===== src/rtl/bcd_pkg.sv =====
// Shared definitions for the BCD-to-binary converter.
// Holds the FSM state type, BCD digit constants and a digit validity check.
package bcd_pkg;

  typedef enum logic [0:0] {
    IDLE = 1'b0,
    CONV = 1'b1
  } state_t;

  localparam int unsigned BCD_DIGITS = 4;
  localparam int unsigned BCD_W      = 4;

  localparam logic [BCD_W-1:0] BCD_MAX         = 4'd9;
  localparam logic [BCD_W-1:0] BCD_CORR_THRESH = 4'd8;
  localparam logic [BCD_W-1:0] BCD_CORR        = 4'd3;

  // True when a 4-bit code is a legal decimal digit.
  function automatic logic is_bcd(input logic [BCD_W-1:0] d);
    return (d <= BCD_MAX);
  endfunction

endpackage


===== src/rtl/bcd_digit_sub3.sv =====
// One reverse double-dabble correction cell.
// Ports: din  - shifted BCD digit
//        dout - din minus 3 when din >= 8, else din (4-bit, no borrow out)
module bcd_digit_sub3
  import bcd_pkg::*;
(
  input  logic [BCD_W-1:0] din,
  output logic [BCD_W-1:0] dout
);

  assign dout = (din >= BCD_CORR_THRESH) ? BCD_W'(din - BCD_CORR) : din;

endmodule


===== src/rtl/bcd2bin.sv =====
// Sequential BCD-to-binary converter (reverse double-dabble: shift right,
// subtract 3 on any digit that reaches 8). One iteration per clock, BIN_W
// iterations per conversion.
// Ports: clk, rst (async active-high)
//        start              - request conversion, sampled in IDLE only
//        thou/hund/tens/uni - BCD digits, sampled on the accepted start edge
//        busy               - conversion in progress
//        done               - one-cycle pulse when num/err update
//        err                - a sampled digit was > 9 (held until next completion)
//        num                - binary result (held until next completion)
module bcd2bin
  import bcd_pkg::*;
#(
  parameter int unsigned BIN_W = 14
) (
  input  logic             clk,
  input  logic             rst,
  input  logic             start,
  input  logic [3:0]       thou,
  input  logic [3:0]       hund,
  input  logic [3:0]       tens,
  input  logic [3:0]       uni,
  output logic             busy,
  output logic             done,
  output logic             err,
  output logic [BIN_W-1:0] num
);

  localparam int unsigned SH_W  = BCD_DIGITS * BCD_W + BIN_W;
  localparam int unsigned CNT_W = $clog2(BIN_W + 1);

  state_t             state_q, state_d;
  logic [CNT_W-1:0]   cnt_q, cnt_d;
  logic [SH_W-1:0]    sh_q, sh_d;
  logic               busy_q, busy_d;
  logic               done_q, done_d;
  logic               err_q, err_d;
  logic [BIN_W-1:0]   num_q, num_d;

  logic [SH_W-1:0]    sh_shift;
  logic [SH_W-1:0]    sh_corr;
  logic [BCD_W-1:0]   dig_shift [BCD_DIGITS];
  logic [BCD_W-1:0]   dig_corr  [BCD_DIGITS];
  logic               digits_ok;

  // Whole register shifts right; units LSB falls into the binary MSB.
  assign sh_shift = sh_q >> 1;

  // Independent per-digit correction after the shift.
  for (genvar i = 0; i < BCD_DIGITS; i++) begin : g_digit
    assign dig_shift[i] = sh_shift[BIN_W + i*BCD_W +: BCD_W];
    bcd_digit_sub3 u_sub3 (
      .din  (dig_shift[i]),
      .dout (dig_corr[i])
    );
  end

  // Reassemble the iterated value: corrected digits over the untouched binary field.
  always_comb begin
    sh_corr = sh_shift;
    for (int i = 0; i < BCD_DIGITS; i++) begin
      sh_corr[BIN_W + i*BCD_W +: BCD_W] = dig_corr[i];
    end
  end

  assign digits_ok = is_bcd(thou) && is_bcd(hund) && is_bcd(tens) && is_bcd(uni);

  // Next-state and registered-output logic.
  always_comb begin
    state_d = state_q;
    cnt_d   = cnt_q;
    sh_d    = sh_q;
    busy_d  = busy_q;
    done_d  = 1'b0;
    err_d   = err_q;
    num_d   = num_q;

    unique case (state_q)
      IDLE: begin
        if (start) begin
          if (digits_ok) begin
            sh_d    = {thou, hund, tens, uni, {BIN_W{1'b0}}};
            cnt_d   = CNT_W'(BIN_W);
            busy_d  = 1'b1;
            state_d = CONV;
          end else begin
            // Bad digit: report immediately without running the shifter.
            err_d  = 1'b1;
            num_d  = '0;
            done_d = 1'b1;
          end
        end
      end
      CONV: begin
        sh_d  = sh_corr;
        cnt_d = cnt_q - CNT_W'(1);
        if (cnt_q == CNT_W'(1)) begin
          num_d   = sh_corr[BIN_W-1:0];
          err_d   = 1'b0;
          done_d  = 1'b1;
          busy_d  = 1'b0;
          state_d = IDLE;
        end
      end
      default: state_d = IDLE;
    endcase
  end

  always_ff @(posedge clk or posedge rst) begin
    if (rst) begin
      state_q <= IDLE;
      cnt_q   <= '0;
      sh_q    <= '0;
      busy_q  <= 1'b0;
      done_q  <= 1'b0;
      err_q   <= 1'b0;
      num_q   <= '0;
    end else begin
      state_q <= state_d;
      cnt_q   <= cnt_d;
      sh_q    <= sh_d;
      busy_q  <= busy_d;
      done_q  <= done_d;
      err_q   <= err_d;
      num_q   <= num_d;
    end
  end

  assign busy = busy_q;
  assign done = done_q;
  assign err  = err_q;
  assign num  = num_q;

endmodule


===== config.mk =====
export PLATFORM = sky130hd
export DESIGN_NAME = bcd2bin
export DESIGN_NICKNAME = d
export VERILOG_FILES = /design/src/rtl/bcd_pkg.sv /design/src/rtl/bcd_digit_sub3.sv /design/src/rtl/bcd2bin.sv
export SDC_FILE = /design/constraint.sdc
export NUM_CORES = 1
export LEC_CHECK = 0
export ABC_AREA = 1
export CORE_ASPECT_RATIO = 0.7
export CORE_UTILIZATION = 45
export DETAILED_ROUTE_END_ITERATION = 8
export PLACE_DENSITY = 0.7
export SLEW_MARGIN = 20
export SYNTH_ARGS = -nofsm -noshare
export SYNTH_HDL_FRONTEND = slang
export SYNTH_SLANG_ARGS = --single-unit

===== constraint.sdc =====
create_clock -name clk -period 1.65 [get_ports clk]
set_input_delay 0.33 -clock clk [delete_from_list [all_inputs] [get_ports clk]]
set_output_delay 0.33 -clock clk [all_outputs]
set_load 0.01 [all_outputs]

==> results of run 1 <==
==> stage by stage <==
stage | total power [mW] | TNS [ns]
CTS | 5.29 | 0
floorplan | 3.85 | 0
detailed placement | 4.51 | -1.00
global route | 5.71 | 0
finish | 5.24 | 0
global placement | 4.43 | -0.357
==> path summary, 6_finish.rpt <==
path                            depth (start not counted)                   end  slack [ns]          startpoint
worst max-delay path                                    1                num[7]        0.08  num[7]$_DFFE_PP0P_
worst min-delay path                                    2  cnt_q[3]$_DFFE_PP0P_        0.27                 rst
worst max register to register                          5   num[13]$_DFFE_PP0P_        0.29   state_q$_DFF_PP0_
worst min register to register                          2       err$_DFFE_PP0P_        0.49     err$_DFFE_PP0P_
max in group asynchronous                               3   sh_q[1]$_DFFE_PP0P_        0.88                 rst
min in group clk                                        2       err$_DFFE_PP0P_        0.49     err$_DFFE_PP0P_
==> final cells by class <==
cell class | instances | area share, %
clock buffers | 6 | 2.44
clock inverters | 2 | 0.481
flip-flops and latches | 51 | 37.7
inverters | 21 | 2.41
repair buffers | 55 | 16.3
well taps | 75 | 2.78
multi-input cells | 243 | 37.9
==> power breakdown <==
| group | switching, mW | leakage, nW | total [mW] | internal (mW) |
|---|---|---|---|---|
| Combinational | 1.31 | 1.01 | 2.31 | 1.00 |
| Sequential | 0.431 | 0.667 | 2.16 | 1.73 |
| Clock | 0.429 | 0.0474 | 0.772 | 0.343 |
==> layout by cell type, fill, tap and decap left out <==
master | netlist | final
nand2_1 | 116 | 116
dfrtp_1 | 51 | 51
nand3_1 | 46 | 46
clkdlybuf4s50_1 | 0 | 35
nand3_2 | 23 | 23
inv_1 | 18 | 17
nor2_1 | 16 | 16
buf_4 | 4 | 16
o21ai_0 | 12 | 12
ha_1 | 8 | 8
clkbuf_8 | 0 | 6
a21oi_1 | 5 | 5
buf_12 | 2 | 4
nor2_2 | 3 | 3
inv_2 | 2 | 3
o21bai_1 | 3 | 3
o22ai_1 | 3 | 3
nand2_4 | 2 | 2
nand2_2 | 1 | 1
inv_4 | 1 | 1
nand4_4 | 1 | 1
nor3_1 | 1 | 1
nor4_1 | 1 | 1
xnor2_1 | 1 | 1
a21oi_2 | 1 | 1
clkinvlp_4 | 0 | 1
clkinv_4 | 0 | 1
==> cells by family (layout without fill, tap and decap cells) <==
family,count (synthesis),after routing,synth area share [%]
AND/OR/NAND/NOR,210,210,37.1
XOR/XNOR,1,1,0.314
AO/OA/AOI/OAI,24,24,4.84
adder cells (fa/ha/maj),8,8,3.58
flip-flops,51,51,45.7
buffers and inverters,38,84,8.51
==> flip-flops by register name, indices dropped and copies added, names as in the netlist <==
register and flops:
busy 1, cnt_q 4, done 1, err 1, num 14, sh_q 29, state_q 1
==> per-layer routing <==
metal	track usage [%]	share of wire, %	vias up
met5	0	0	-
met4	4.48	0.73	0
met3	3.67	3.1	5
met2	31.5	45	32
met1	26.9	51	1067
li1	-	-	1166
==> run metrics, run 1 <==
CP cell instances clkdlybuf4s50_1; Final period util 94.9%; Final Max Tran Viols 0; HP Class input pin to async pin; fin cells 453; most common cell in the netlist nand2_1; post-synthesis cell type count 25; DRC violations left 0; post-route core utilization 57.9%; DP Area 3280 µm²; via count 2270; H-tree levels 2; crit start category flop; vias in the first global route 2120; sequential area share after synthesis 45.7%; Leak 1.72 nW; status finished clean; crit path max-delay cell type clkdlybuf4s50_1; Tmin final 1.57 ns; Initial Util 47.8%; number of I/O pins 36; clk root buf clkbuf_8; WL/cell 13.0 µm; Port Buf Inserts 35; NumNets Final 404; maxcap violations 0; die area 6530 µm²; Synth Register Bits 51; die height 67.9 µm; Seq. cell area 1280 µm²; core area 5840 µm²; detailed-placement wirelength estimate 4110 µm; final hold slack 0.266 ns; cts bufs inserted 5; initial antenna violation count 0; Via density 5.01; Slew @ Worst Pin 0.266 ns; CP Class flop to output port; first-pass GRT wire length 9780 µm; Final ANT Viol Nets 0; CP top delay family buffers and inverters; Worst-path clk slew 0.10 ns; main area contributors after synthesis dfrtp_1 (46%), nand2_1 (16%), nand3_1 (8.2%); crit path buf inv count 1; WL final 5880 µm; cts hold-fix bufs 0; violation count after the first detailed-route iteration 89; Worst slew margin 82.3%; Pwr Density 1550 nW/µm²; post-synth top area cell dfrtp_1; synthesis-to-layout area growth 21.0%; worst-path fanout max 2; post-CTS sizing 0; final setup vio count 0; CTS Buffer Depth 2; top-area cell type share of the netlist area 45.7%; commonest cells in the netlist nand2_1 (116), dfrtp_1 (51), nand3_1 (46), nand3_2 (23), inv_1 (18); Post-synth ARST share 100%; layout cells sized above 1 16.7%; fin worst setup slack 0.0848 ns; fillers 541; placed insts 445; Final GP Congestion 0.799; Hold Violations, Final 0; Worst setup EP type output port; clk sinks 51; largest net degree at the start of global routing 43; diode count 0; Post-synth EDFFs 0; Worst path max stage delay 0.56 ns; Post-Synthesis Cells 332; finished layout cell area 3380 µm²; Top FF cell, synth dfrtp_1; total track usage 19.4%; setup bufs post-CTS 0; yosys warns 0; unrepaired setup endpoints after global routing false; Max IR drop VDD 0.611 mV; worst path arrival time 1.24 ns; pre-CTS setup slack -0.0505 ns; Cell Rows 23; Worst Path Required 1.32 ns; FMAX 639 MHz; Worst Skew 0.0108 ns; Mapped Nets 359; multi-input logic area 1280 µm²; Synth Cell Area 2790 µm²; Die X 96.2 µm; clk_lat worst skew 0.30 ns; Syn Area/Cell 8.42 µm²; TritonCTS clock tree done; total grt overflow 0; DR pass1 iterations 4
Note: power is estimated with default switching activity, not from simulation.
==> inputs of run 2 (changes only) <==
--- a/config.mk
+++ b/config.mk
@@ -9,7 +9,9 @@
 export CORE_ASPECT_RATIO = 0.7
 export CORE_UTILIZATION = 45
 export DETAILED_ROUTE_END_ITERATION = 8
+export MAX_ROUTING_LAYER = met4
 export PLACE_DENSITY = 0.7
+export SKIP_CTS_REPAIR_TIMING = 1
 export SLEW_MARGIN = 20
 export SYNTH_ARGS = -nofsm -noshare
 export SYNTH_HDL_FRONTEND = slang
==> run 2 against run 1 <==
Net effect: via count rose by 0.40%; register-to-register slack barely moved; fmax fell by 0.31%; first-iteration DRC count rose by 24%; final cell count did not move; critical path depth did not move; critical endpoint unchanged.
==> run metrics, run 2 (synthesized netlist as in run 1, its figures left out) <==
synthesis-to-layout area growth 21.0% (unchanged); DRC violations left 0 (unchanged); worst-path fanout max 2 (unchanged); Die X 96.2 µm (unchanged); Worst slew margin 82.4% (was 82.3%); Worst Skew 0.0108 ns (about the same); status finished clean (unchanged); Worst Path Required 1.32 ns (about the same); switching share of power 41.3% (about the same); Via density 5.03 (was 5.01); reg2reg start state_q$_DFF_PP0_ (unchanged); CP Class flop to output port (unchanged); total track usage 20.0% (was 19.4%); commonest non-fill, non-tap cell in the layout nand2_1 (unchanged); R2R setup slack 0.30 ns (was 0.29 ns); wl on met1 2990 µm (about the same); DR pass1 iterations 4 (unchanged); Worst setup EP type output port (unchanged); final setup vio count 0 (unchanged); number of I/O pins 36 (unchanged); worst setup path start num[7]$_DFFE_PP0P_ (unchanged); Port Buf Inserts 35 (unchanged); layout cells sized above 1 16.7% (unchanged); Clock power frac 14.8% (was 14.7%); clk sinks 51 (unchanged); core area 5840 µm² (unchanged); Tmin final 1.57 ns (about the same); Top reg by flops sh_q (unchanged); cts bufs inserted 5 (unchanged); max FFs per register 29 (unchanged); Final Max Tran Viols 0 (unchanged); worst path arrival time 1.24 ns (about the same); NetSw 2.17 mW (was 2.16 mW); total grt overflow 0 (unchanged); Worst path max stage delay 0.56 ns (about the same); CTS Buffer Depth 2 (unchanged); Leak 1.72 nW (unchanged); HP Class input pin to async pin (unchanged); diode count 0 (unchanged); NumNets Final 404 (unchanged); R2R cell count 5 (unchanged); Cell Rows 23 (unchanged); CP cell instances clkdlybuf4s50_1 (unchanged); H-tree levels 2 (unchanged); Final GP Congestion 0.811 (was 0.799); vias in the first global route 2122 (was 2120); met3 WL 172 µm (was 180 µm); WL/cell 13.0 µm (about the same); sequential group share of total power 41.2% (about the same); detailed-placement wirelength estimate 4110 µm (unchanged); Final period util 95.2% (was 94.9%); largest net degree at the start of global routing 43 (unchanged); TritonCTS clock tree done (unchanged); Hold Violations, Final 0 (unchanged); clk root buf clkbuf_8 (unchanged); Final ANT Viol Nets 0 (unchanged); WL final 5900 µm (was 5880 µm); RR Endpoint num[13]$_DFFE_PP0P_ (unchanged); fin cells 453 (unchanged); die height 67.9 µm (unchanged); Worst-path clk slew 0.10 ns (about the same); routed wl met2 2690 µm (was 2670 µm); clk_lat worst skew 0.31 ns (was 0.30 ns); first-pass GRT wire length 9780 µm (about the same); crit path buf inv count 1 (unchanged); Pwr Density 1550 nW/µm² (about the same); initial antenna violation count 0 (unchanged); Max IR drop VDD 0.610 mV (was 0.611 mV); maxcap violations 0 (unchanged); most frequent cells in the layout nand2_1 (116), dfrtp_1 (51), nand3_1 (46) (unchanged); cell-internal power 3.08 mW (about the same); violation count after the first detailed-route iteration 110 (was 89); Max Used Layer met4 (unchanged); fillers 541 (unchanged); placed insts 445 (unchanged); CP top delay family buffers and inverters (unchanged); unrepaired setup endpoints after global routing false (unchanged); FMAX 637 MHz (was 639 MHz); via count 2279 (was 2270); crit path max-delay cell type clkdlybuf4s50_1 (unchanged); crit start category flop (unchanged); Comb pwr share 44.0% (about the same); Pwr Total 5.24 mW (about the same); Initial Util 47.8% (unchanged); Slew @ Worst Pin 0.264 ns (was 0.266 ns); die area 6530 µm² (unchanged)
## run 2: cell counts in the layout (fill, tap and decap cells not counted)
Identical to the previous run, type by type.
## run 2: routing by layer
layer | vias up | track usage (%)
li1 | 1163 | -
met5 | - | -
met1 | 1078 | 26.8
met3 | 5 | 3.67
met4 | 0 | 4.48
met2 | 33 | 31.6
## run 2: worst max path at each step
stage                                to  depth (start not counted)
finish                           num[7]                          1
global route                     num[6]                          1
CTS                              num[7]                          1
detailed placement  num[11]$_DFFE_PP0P_                          8
global placement     num[8]$_DFFE_PP0P_                          8
floorplan              busy$_DFFE_PP0P_                          1
## run 2: metrics by stage
stage               hold WS [ns]  worst slack (ns)  TNS [ns]  utilization [%]  area [µm²]
detailed placement         0.465           -0.0505     -1.00             56.2        3280
global placement           0.465           -0.0378    -0.357             56.2        3280
finish                     0.263            0.0799         0             57.9        3380
global route               0.294            0.0325         0             57.9        3380
CTS                        0.264            0.0671         0             57.9        3380
floorplan                  0.450            0.0905         0                -        2790
## run 2: layout make-up
cell class / count / area [µm²] / share of cell area [%]
Multi-Input combinational cell: 243 / 1280 / 37.9
Sequential cell: 51 / 1280 / 37.7
Timing Repair Buffer: 55 / 551 / 16.3
Tap cell: 75 / 93.8 / 2.78
Clock buffer: 6 / 82.6 / 2.44
Inverter: 21 / 81.3 / 2.41
Clock inverter: 2 / 16.3 / 0.481
## run 2: power groups by stage
stage	combinational, mW	sequential, mW	clock (mW)
final	2.30	2.16	0.775
after global routing	2.62	2.23	0.851
after CTS	2.33	2.16	0.798
after detailed placement	2.32	2.19	0
after global placement	2.25	2.17	0
after floorplan	1.72	2.13	0
==> inputs of run 3 (changes only) <==
--- a/config.mk
+++ b/config.mk
@@ -7,10 +7,9 @@
 export LEC_CHECK = 0
 export ABC_AREA = 1
 export CORE_ASPECT_RATIO = 0.7
-export CORE_UTILIZATION = 45
+export CORE_UTILIZATION = 40
 export DETAILED_ROUTE_END_ITERATION = 8
 export MAX_ROUTING_LAYER = met4
-export PLACE_DENSITY = 0.7
 export SKIP_CTS_REPAIR_TIMING = 1
 export SLEW_MARGIN = 20
 export SYNTH_ARGS = -nofsm -noshare
==> run 3 against run 2 <==
Net effect: the run now ends with design-rule violations left; sequential power about the same; sequential cell count unchanged; first-iteration DRC count is the same; clock skew is 0.0067 ns lower; clock power is 4.3% lower; utilization shrank 7.7 points; clock-buffer cell count unchanged; setup slack better by 0.011 ns; final cell count increased by 3.5%; critical endpoint is now num[6].
==> run metrics, run 3 (synthesized netlist as in run 1, its figures left out) <==
NumNets Final 402 (was 404); worst path arrival time 1.23 ns (was 1.24 ns); final setup vio count 0 (unchanged); Port Buf Inserts 35 (unchanged); total track usage 18.5% (was 20.0%); Worst-path clk slew 0.09 ns (was 0.10 ns); first-pass GRT wire length 10100 µm (was 9780 µm); setup_tns 0 ns (unchanged); met3 Track Usage GR 3.18% (was 3.67%); worst-path fanout max 2 (unchanged); Slew @ Worst Pin 0.312 ns (was 0.264 ns); GR Layer Usage met1 26.7% (was 26.8%); status finished with violations (was finished clean); Pwr Total 5.24 mW (about the same); Max IR drop VDD 0.672 mV (was 0.610 mV); number of I/O pins 36 (unchanged); max FFs per register 29 (unchanged); initial antenna violation count 0 (unchanged); WL/cell 12.6 µm (was 13.0 µm); Pwr Density 1540 nW/µm² (was 1550 nW/µm²); crit start category flop (unchanged); violated checks design-rule violations; switching share of power 41.0% (was 41.3%); Worst slew margin 79.2% (was 82.4%); crit path buf inv count 1 (unchanged); CP top delay family buffers and inverters (unchanged); maxcap violations 0 (unchanged); largest net degree at the start of global routing 33 (was 43); core area 6760 µm² (was 5840 µm²); CP cell instances clkdlybuf4s50_1 (unchanged); Comb pwr share 44.3% (was 44.0%); clk sinks 51 (unchanged); TritonCTS clock tree done (unchanged); HP Class input pin to async pin (unchanged); sequential group share of total power 41.6% (was 41.2%); cell-internal power 3.09 mW (was 3.08 mW); global route hottest layer met1 (was met2); NetSw 2.15 mW (was 2.17 mW); via count 2256 (was 2279); CTS Buffer Depth 2 (unchanged); Final ANT Viol Nets 0 (unchanged); Cell Rows 25 (was 23); Via density 4.81 (was 5.03); Tmin final 1.56 ns (was 1.57 ns); pre-CTS setup slack -0.0833 ns (was -0.0505 ns); WL final 5900 µm (about the same); met2 GRT Util 26.7% (was 31.6%); layout cells sized above 1 16.0% (was 16.7%); clk root buf clkbuf_8 (unchanged); crit path max-delay cell type clkdlybuf4s50_1 (unchanged); most frequent cells in the layout nand2_1 (116), dfrtp_1 (51), nand3_1 (46) (unchanged); DR pass1 iterations 6 (was 4); clk_lat worst skew 0.30 ns (was 0.31 ns); unrepaired setup endpoints after global routing false (unchanged); DRC violations left 2 (was 0); fin worst setup slack 0.0906 ns (was 0.0799 ns); Worst Skew 0.00412 ns (was 0.0108 ns); total grt overflow 0 (unchanged); Clock power frac 14.2% (was 14.8%); post-route core utilization 50.2% (was 57.9%); Worst Path Required 1.32 ns (about the same); synthesis-to-layout area growth 21.4% (was 21.0%); FMAX 641 MHz (was 637 MHz); Worst path max stage delay 0.55 ns (was 0.56 ns); vias in the first global route 2115 (was 2122); Final Max Tran Viols 0 (unchanged); Final period util 94.5% (was 95.2%); violation count after the first detailed-route iteration 110 (unchanged); H-tree levels 2 (unchanged); CP Class flop to output port (unchanged); Leak 1.72 nW (about the same); die height 71.9 µm (was 67.9 µm); detailed-placement wirelength estimate 4180 µm (was 4110 µm); Worst setup EP type output port (unchanged); die area 7330 µm² (was 6530 µm²); Hold Violations, Final 0 (unchanged); commonest non-fill, non-tap cell in the layout nand2_1 (unchanged); diode count 0 (unchanged); Die X 102 µm (was 96.2 µm); Top reg by flops sh_q (unchanged); Final GP Congestion 0.831 (was 0.811); Initial Util 41.4% (was 47.8%); cts bufs inserted 5 (unchanged)
## run 3: cell count changes in the layout (fill, tap and decap cells not counted), sizes merged
cell / before / now
clkinvlp: 1 / 0
buf: 20 / 18
## run 3: cell type report
cell class	instances	area, µm²
fillers	665	3370
clock buffers	6	82.6
flip-flops and latches	51	1280
multi-input cells	243	1280
inverters	21	81.3
well taps	94	118
repair buffers	53	548
clock inverters	1	5.00
## run 3: path summary, 6_finish.rpt
check	startpoint	end	slack, ns	cells after the start
worst min register to register	err$_DFFE_PP0P_	err$_DFFE_PP0P_	0.49	2
min in group clk	err$_DFFE_PP0P_	err$_DFFE_PP0P_	0.49	2
worst max-delay path	num[6]$_DFFE_PP0P_	num[6]	0.09	1
worst max register to register	state_q$_DFF_PP0_	num[8]$_DFFE_PP0P_	0.22	5
worst min-delay path	rst	sh_q[1]$_DFFE_PP0P_	0.28	2
max in group asynchronous	rst	sh_q[20]$_DFFE_PP0P_	0.93	3
## run 3: metrics by stage
stage	instance area (µm²)	hold slack (ns)	std cells
CTS	3390	0.292	469
floorplan	2790	0.450	332
detailed placement	3300	0.475	462
global placement	3300	0.466	462
global route	3390	0.303	469
finish	3390	0.285	469
## run 3: worst reg2reg max path, delay by kind of cell (launching register included)
| family | cells | cell delay, ns |
|---|---|---|
| flops | 1 | 0.50 |
| buf+inv | 1 | 0.22 |
| simple gates | 4 | 0.62 |
## run 3: power by group through the flow
stage	Combinational, mW	Sequential (mW)	Clock (mW)
6_report	2.32	2.18	0.742
4_1_cts	2.35	2.18	0.758
2_1_floorplan	1.72	2.13	0
5_1_grt	2.64	2.25	0.802
3_5_place_dp	2.33	2.20	0
3_3_place_gp	2.30	2.19	0
## run 3: metal layers
layer	part of all wire [%]	routed length (µm)	up-vias
li1	-	-	1155
met1	51	3020	1062
met2	44	2620	33
met3	3.2	186	6
met4	1.3	74	0
met5	0	0	-
